$ cat src/rtl/lift_call_dispatch.sv
// Hall/cabin call dispatcher for a single lift: latches button presses, picks the
// nearest pending floor and sequences CALL -> RIDE -> DONE with abandon timeouts.
module lift_call_dispatch #(
    parameter int NUM_FLOORS = 7,
    parameter int ARRIVE_TMO = 64,
    parameter int RIDE_WAIT  = 32,
    localparam int FW = $clog2(NUM_FLOORS + 1)
) (
    input  logic                  clk,
    input  logic                  rst,
    input  logic [NUM_FLOORS-1:0] hall_btn,
    input  logic [NUM_FLOORS-1:0] cab_btn,
    input  logic [FW-1:0]         elev_f_i,
    input  logic                  busy_i,
    output logic [FW-1:0]         pass_f_o,
    output logic [FW-1:0]         butt_el_o,
    output logic [NUM_FLOORS-1:0] hall_pend_o,
    output logic [NUM_FLOORS-1:0] cab_pend_o,
    output logic                  done_o,
    output logic                  tmo_o
);

    localparam int TMAX = (ARRIVE_TMO > RIDE_WAIT) ? ARRIVE_TMO : RIDE_WAIT;
    localparam int CW   = $clog2(TMAX + 1);
    localparam logic [CW-1:0] CNT_MAX   = {CW{1'b1}};
    localparam logic [CW-1:0] TMO_LAST  = CW'(ARRIVE_TMO - 1);
    localparam logic [CW-1:0] WAIT_LAST = CW'(RIDE_WAIT - 1);
    localparam logic [FW-1:0] TOP_FLOOR = FW'(NUM_FLOORS);

    typedef enum logic [1:0] {
        IDLE = 2'd0,
        CALL = 2'd1,
        RIDE = 2'd2,
        DONE = 2'd3
    } state_t;

    state_t          state_r;
    logic [CW-1:0]   cnt_r;

    logic            elev_valid_s;
    logic            call_arrive_s;
    logic            ride_arrive_s;
    logic [FW-1:0]   hall_sel_s;
    logic [FW-1:0]   cab_sel_s;
    logic [NUM_FLOORS-1:0] hall_clr_s;
    logic [NUM_FLOORS-1:0] cab_clr_s;

    // Nearest pending floor; ascending scan with strict compare makes ties go low.
    function automatic logic [FW-1:0] sel_floor(input logic [NUM_FLOORS-1:0] pend,
                                                input logic [FW-1:0] elev);
        logic [FW-1:0] best_f;
        logic [FW-1:0] best_d;
        logic [FW-1:0] f;
        logic [FW-1:0] d;
        best_f = '0;
        best_d = '1;
        for (int i = 0; i < NUM_FLOORS; i++) begin
            f = FW'(i + 1);
            d = (f > elev) ? (f - elev) : (elev - f);
            if (pend[i] && ((best_f == '0) || (d < best_d))) begin
                best_f = f;
                best_d = d;
            end else begin
                best_f = best_f;
            end
        end
        return best_f;
    endfunction

    function automatic logic [NUM_FLOORS-1:0] floor_mask(input logic [FW-1:0] fl);
        logic [NUM_FLOORS-1:0] m;
        m = '0;
        for (int i = 0; i < NUM_FLOORS; i++) begin
            m[i] = (fl == FW'(i + 1));
        end
        return m;
    endfunction

    function automatic logic [CW-1:0] sat_inc(input logic [CW-1:0] c);
        return (c == CNT_MAX) ? c : c + {{(CW-1){1'b0}}, 1'b1};
    endfunction

    // Target selection, arrival detection and serve-clear masks.
    always_comb begin
        elev_valid_s  = (elev_f_i != '0) && (elev_f_i <= TOP_FLOOR);
        hall_sel_s    = sel_floor(hall_pend_o, elev_f_i);
        cab_sel_s     = sel_floor(cab_pend_o, elev_f_i);
        call_arrive_s = (state_r == CALL) && elev_valid_s && !busy_i &&
                        (elev_f_i == pass_f_o);
        ride_arrive_s = (state_r == RIDE) && (butt_el_o != '0) && elev_valid_s &&
                        !busy_i && (elev_f_i == butt_el_o);
        if (call_arrive_s) begin
            hall_clr_s = floor_mask(pass_f_o);
        end else begin
            hall_clr_s = '0;
        end
        if (ride_arrive_s) begin
            cab_clr_s = floor_mask(butt_el_o);
        end else begin
            cab_clr_s = '0;
        end
    end

    // Pending registers, dispatch FSM, timeout counter and all registered outputs.
    always_ff @(posedge clk) begin
        if (rst) begin
            state_r     <= IDLE;
            cnt_r       <= '0;
            hall_pend_o <= '0;
            cab_pend_o  <= '0;
            pass_f_o    <= '0;
            butt_el_o   <= '0;
            done_o      <= 1'b0;
            tmo_o       <= 1'b0;
        end else begin
            // a press landing on the bit being served keeps it pending
            hall_pend_o <= (hall_pend_o & ~hall_clr_s) | hall_btn;
            cab_pend_o  <= (cab_pend_o & ~cab_clr_s) | cab_btn;
            done_o      <= 1'b0;
            tmo_o       <= 1'b0;
            case (state_r)
                IDLE: begin
                    butt_el_o <= '0;
                    cnt_r     <= '0;
                    if (hall_pend_o != '0) begin
                        pass_f_o <= hall_sel_s;
                        state_r  <= CALL;
                    end else begin
                        pass_f_o <= '0;
                        state_r  <= IDLE;
                    end
                end
                CALL: begin
                    if (call_arrive_s) begin
                        pass_f_o <= '0;
                        cnt_r    <= '0;
                        state_r  <= RIDE;
                    end else if (cnt_r == TMO_LAST) begin
                        pass_f_o <= '0;
                        tmo_o    <= 1'b1;
                        cnt_r    <= '0;
                        state_r  <= IDLE;
                    end else begin
                        cnt_r    <= sat_inc(cnt_r);
                    end
                end
                RIDE: begin
                    if (butt_el_o == '0) begin
                        if (cab_pend_o != '0) begin
                            butt_el_o <= cab_sel_s;
                            cnt_r     <= '0;
                        end else if (cnt_r == WAIT_LAST) begin
                            cnt_r     <= '0;
                            state_r   <= IDLE;
                        end else begin
                            cnt_r     <= sat_inc(cnt_r);
                        end
                    end else if (ride_arrive_s) begin
                        butt_el_o <= '0;
                        done_o    <= 1'b1;
                        cnt_r     <= '0;
                        state_r   <= DONE;
                    end else if (cnt_r == TMO_LAST) begin
                        butt_el_o <= '0;
                        tmo_o     <= 1'b1;
                        cnt_r     <= '0;
                        state_r   <= IDLE;
                    end else begin
                        cnt_r     <= sat_inc(cnt_r);
                    end
                end
                DONE: begin
                    pass_f_o  <= '0;
                    butt_el_o <= '0;
                    cnt_r     <= '0;
                    state_r   <= IDLE;
                end
                default: begin
                    pass_f_o  <= '0;
                    butt_el_o <= '0;
                    cnt_r     <= '0;
                    state_r   <= IDLE;
                end
            endcase
        end
    end

endmodule

$ cat config.mk
export PLATFORM = sky130hd
export DESIGN_NAME = lift_call_dispatch
export DESIGN_NICKNAME = d
export VERILOG_FILES = /design/src/rtl/lift_call_dispatch.sv
export SDC_FILE = /design/constraint.sdc
export NUM_CORES = 1
export LEC_CHECK = 0
export CORE_MARGIN = 4
export CORE_UTILIZATION = 50
export CTS_CLUSTER_DIAMETER = 80
export DETAILED_ROUTE_END_ITERATION = 8
export PLACE_DENSITY_LB_ADDON = 0.1
export REMOVE_ABC_BUFFERS = 1
export SYNTH_ARGS = -nofsm -noshare
export SYNTH_HDL_FRONTEND = slang
export SYNTH_SLANG_ARGS = --single-unit
$ cat constraint.sdc
create_clock -name clk -period 12.75 [get_ports clk]
set_input_delay 3.1875 -clock clk [delete_from_list [all_inputs] [get_ports clk]]
set_output_delay 3.1875 -clock clk [all_outputs]
set_load 0.005 [all_outputs]
==> metrics.txt, run 1 <==
outcome complete, no violations; number of cells produced by synthesis 486; wire length per cell 16.6 µm; Final WS setup 0.976 ns; detailed router's first-iteration violation count 298; Clock Pin Slew Worst Setup and Hold Paths 0.07 ns; yosys synthesis warning count 0; relative contribution of the clock network to total power 23.0%; largest area contributor in the synthesized netlist sky130_fd_sc_hd__dfxtp_1; placeable core region 6830 µm²; sequential element share of the synthesized area 17.6%; Site Rows 30; area of combinational cells with multiple inputs 2710 µm²; net switching power of the design 0.000177 W; Pwr per Cell Area 107 nW/µm²; fraction of final layout cells sized beyond drive strength 1 6.50%; sequential fraction of design power 28.0%; Layout Area Growth over Synthesis 17.1%; Global Route Usage Sum 24.3%; nets@finish 573; dominant cell by count in the synthesized netlist sky130_fd_sc_hd__nor2_1; unrepaired setup endpoints after global routing false; Clock Root Buffer sky130_fd_sc_hd__clkbuf_8; Bufs on Longest Clock Path 2; basic-gate share of the synthesized area counting and, or, nand and nor cells 27.0%; number of fillers in the final layout 635; endpoint required time on the critical path 12.94 ns; final number of setup-violating endpoints 0; hold violation total from the final report 0; proportion of synthesized area in mux cells 3.16%; async set-or-reset flop fraction in the synthesized netlist 0%; Post-synth top flop sky130_fd_sc_hd__dfxtp_1; CTS tree done; cell internal pwr 0.000265 W; number of storage elements in the synthesis netlist 31; count of maximum capacitance violations 0; post-route antenna net violation count 0; post-synth design cell area 3520 µm²; CP max-delay cell sky130_fd_sc_hd__o32ai_1; maximum ir drop on the vdd rail 0.0000693 V; full die area 8450 µm²; Die X-Extent 91.9 µm; post-synthesis xor/xnor area fraction 2.24%; class of the worst hold path reg -> reg; number of unique standard cell types used by synthesis 77; combinational power share 49.0%; Port Buffers 41; sink count of the clock tree 31; Post CTS Setup Buffer Count 0; gpl congestion 0.973; count of inserted antenna diode cells 0; startpoint class of the critical path primary input; largest driver fanout on the critical path 11; via count of the first global-routing pass 3,558; Switching Share 40.0%; minimum clock period after layout 11.77 ns; CP dominant cell by count sky130_fd_sc_hd__ha_1; DRT Pass-1 Iters 5; fraction of the mapped netlist area in compound gates 33.4%; crit-path max cell delay 0.55 ns; combinational family with the most area after synthesis compound AO/OA/AOI/OAI gates; Post-CTS Hold Buffers 0; detail-routed via count per cell 6.22; estimated wirelength of the detail-placed design 7790 µm; f_max 84.9 MHz; signal arrival time at the worst endpoint 11.97 ns; post-route clock period utilization 92.3%; height of the chip 91.9 µm; Slew Limit Headroom 41.0%; final wirelength 10,300 µm; Register Area 621 µm²; maximum number of pins on one net before global-route repair 28; number of synthesized flops with an enable pin 0; vias after detailed routing 3,849; worst skew pair latency 0.28 ns; antenna violations before repair 0; crit end category register; overall overflow remaining after global route 0; summed negative setup slack over all endpoints 0 ns; slew of the pin with the lowest slew margin 0.885 ns; type of the worst setup path in -> reg; worst setup timing slack at the placement stage 0.833 ns; number of ports placed on the die boundary 42; static leakage 1.64 nW; first-pass GRT wire length 17,100 µm; drt drc 0; leading post-synthesis cells by instance count sky130_fd_sc_hd__nor2_1 (56), sky130_fd_sc_hd__a21oi_1 (45), sky130_fd_sc_hd__nand2_1 (40); average instance area after synthesis 7.25 µm²; maximum level of the CTS H-tree 2; post-cts resize count 0; effective utilization at floorplan 51.6%; post-route clock skew 0.00818 ns; TritonCTS Buffers 5; Max Slew Vio Count 0; Register-to-Register Setup Slack 5.06 ns; dominant cells by area after synthesis sky130_fd_sc_hd__dfxtp_1 (18%), sky130_fd_sc_hd__ha_1 (11%), sky130_fd_sc_hd__a21oi_1 (6.4%); Synth Area in Adders 11.0%; area share of the largest cell type after synthesis 17.6%
==> kinds of logic (layout without fill, tap and decap cells) <==
kind of cell | count (synthesis) | in the layout
buffers and inverters | 45 | 82
adders and majority gates | 31 | 31
muxes | 10 | 10
AOI/OAI and AO/OA | 170 | 170
and+or+nand+nor | 190 | 190
xor gates and xnor gates | 9 | 9
DFF | 31 | 31
==> worst paths after layout <==
| path | start | to | depth (start not counted) |
|---|---|---|---|
| worst max-delay path | elev_f_i[1] | butt_el_o[2]$_SDFFE_PP0P_ | 38 |
| worst min-delay path | cnt_r[1]$_SDFF_PP0_ | cnt_r[1]$_SDFF_PP0_ | 2 |
| worst min register to register | cnt_r[1]$_SDFF_PP0_ | cnt_r[1]$_SDFF_PP0_ | 2 |
| worst max register to register | cab_pend_o[0]$_SDFF_PP0_ | butt_el_o[2]$_SDFFE_PP0P_ | 33 |
==> cell type report <==
class | count | share of cell area [%]
clock buffer | 6 | 2.00
sequential | 31 | 15.0
timing repair buffer | 48 | 11.2
clock inverter | 2 | 0.849
multi-input combinational | 410 | 65.6
tap | 96 | 2.91
inverter | 26 | 2.37
==> per-layer routing <==
metal,up-vias,wire length (µm),track usage [%]
met5,-,0,0
met4,0,187,6.93
met3,23,797,4.27
met2,183,4560,38.1
met1,1753,4710,33.9
li1,1890,-,-
==> critical path: cells and delay by family <==
family / cells / cell delay (ns)
multiplexers: 4 / 1.27
AND/OR/NAND/NOR: 7 / 1.48
adder cells (fa/ha/maj): 6 / 1.73
AO/OA/AOI/OAI: 16 / 3.35
buffers and inverters: 5 / 0.95
==> registers in the layout (all words and copies together) (netlist names) <==
name and flops:
cab_pend_o 7, cnt_r 7, hall_pend_o 7, butt_el_o 3
pass_f_o 3, state_r 2, done_o 1, tmo_o 1
==> power groups by stage <==
stage                     logic, W  clock network, W  registers, W
after floorplan           0.000149                 0      0.000121
after global placement    0.000208                 0      0.000125
after detailed placement  0.000211                 0      0.000125
after CTS                 0.000213          0.000104      0.000123
after global routing      0.000240          0.000107      0.000126
final                     0.000216          0.000102      0.000124
==> layout by cell type, fill, tap and decap left out, types with 9 or more instances in the layout <==
| cell | instances |
|---|---|
| sky130_fd_sc_hd__dfxtp_1 | 31 |
| sky130_fd_sc_hd__inv_1 | 26 |
| sky130_fd_sc_hd__nor3_1 | 10 |
| sky130_fd_sc_hd__clkdlybuf4s50_1 | 41 |
| sky130_fd_sc_hd__nor2_1 | 56 |
| sky130_fd_sc_hd__nand2_1 | 40 |
| sky130_fd_sc_hd__nand3b_1 | 9 |
| sky130_fd_sc_hd__a21oi_1 | 45 |
| sky130_fd_sc_hd__ha_1 | 31 |
| sky130_fd_sc_hd__nand2b_1 | 9 |
| sky130_fd_sc_hd__o211ai_1 | 10 |
| sky130_fd_sc_hd__o21a_1 | 10 |
| sky130_fd_sc_hd__o21ai_0 | 35 |
| sky130_fd_sc_hd__nand3_1 | 21 |
==> stage by stage <==
stage          power [W]  std cells  utilization [%]  instance area, µm²  hold WS (ns)
3_5_place_dp    0.000336        611             58.7                4010         0.515
3_3_place_gp    0.000333        611             58.7                4010         0.506
5_1_grt         0.000473        619             60.4                4130         0.574
6_report        0.000442        619             60.4                4130         0.528
2_1_floorplan   0.000269        467                -                3420         0.478
4_1_cts         0.000439        619             60.4                4130         0.531
No activity file was read; power rests on OpenSTA's default activity.
==> run 2, diff against run 1 <==
- TNS_END_PERCENT: default -> 10
==> results of run 2 <==
Same layout as run 1: the final DEF is identical, and so are final timing and power.
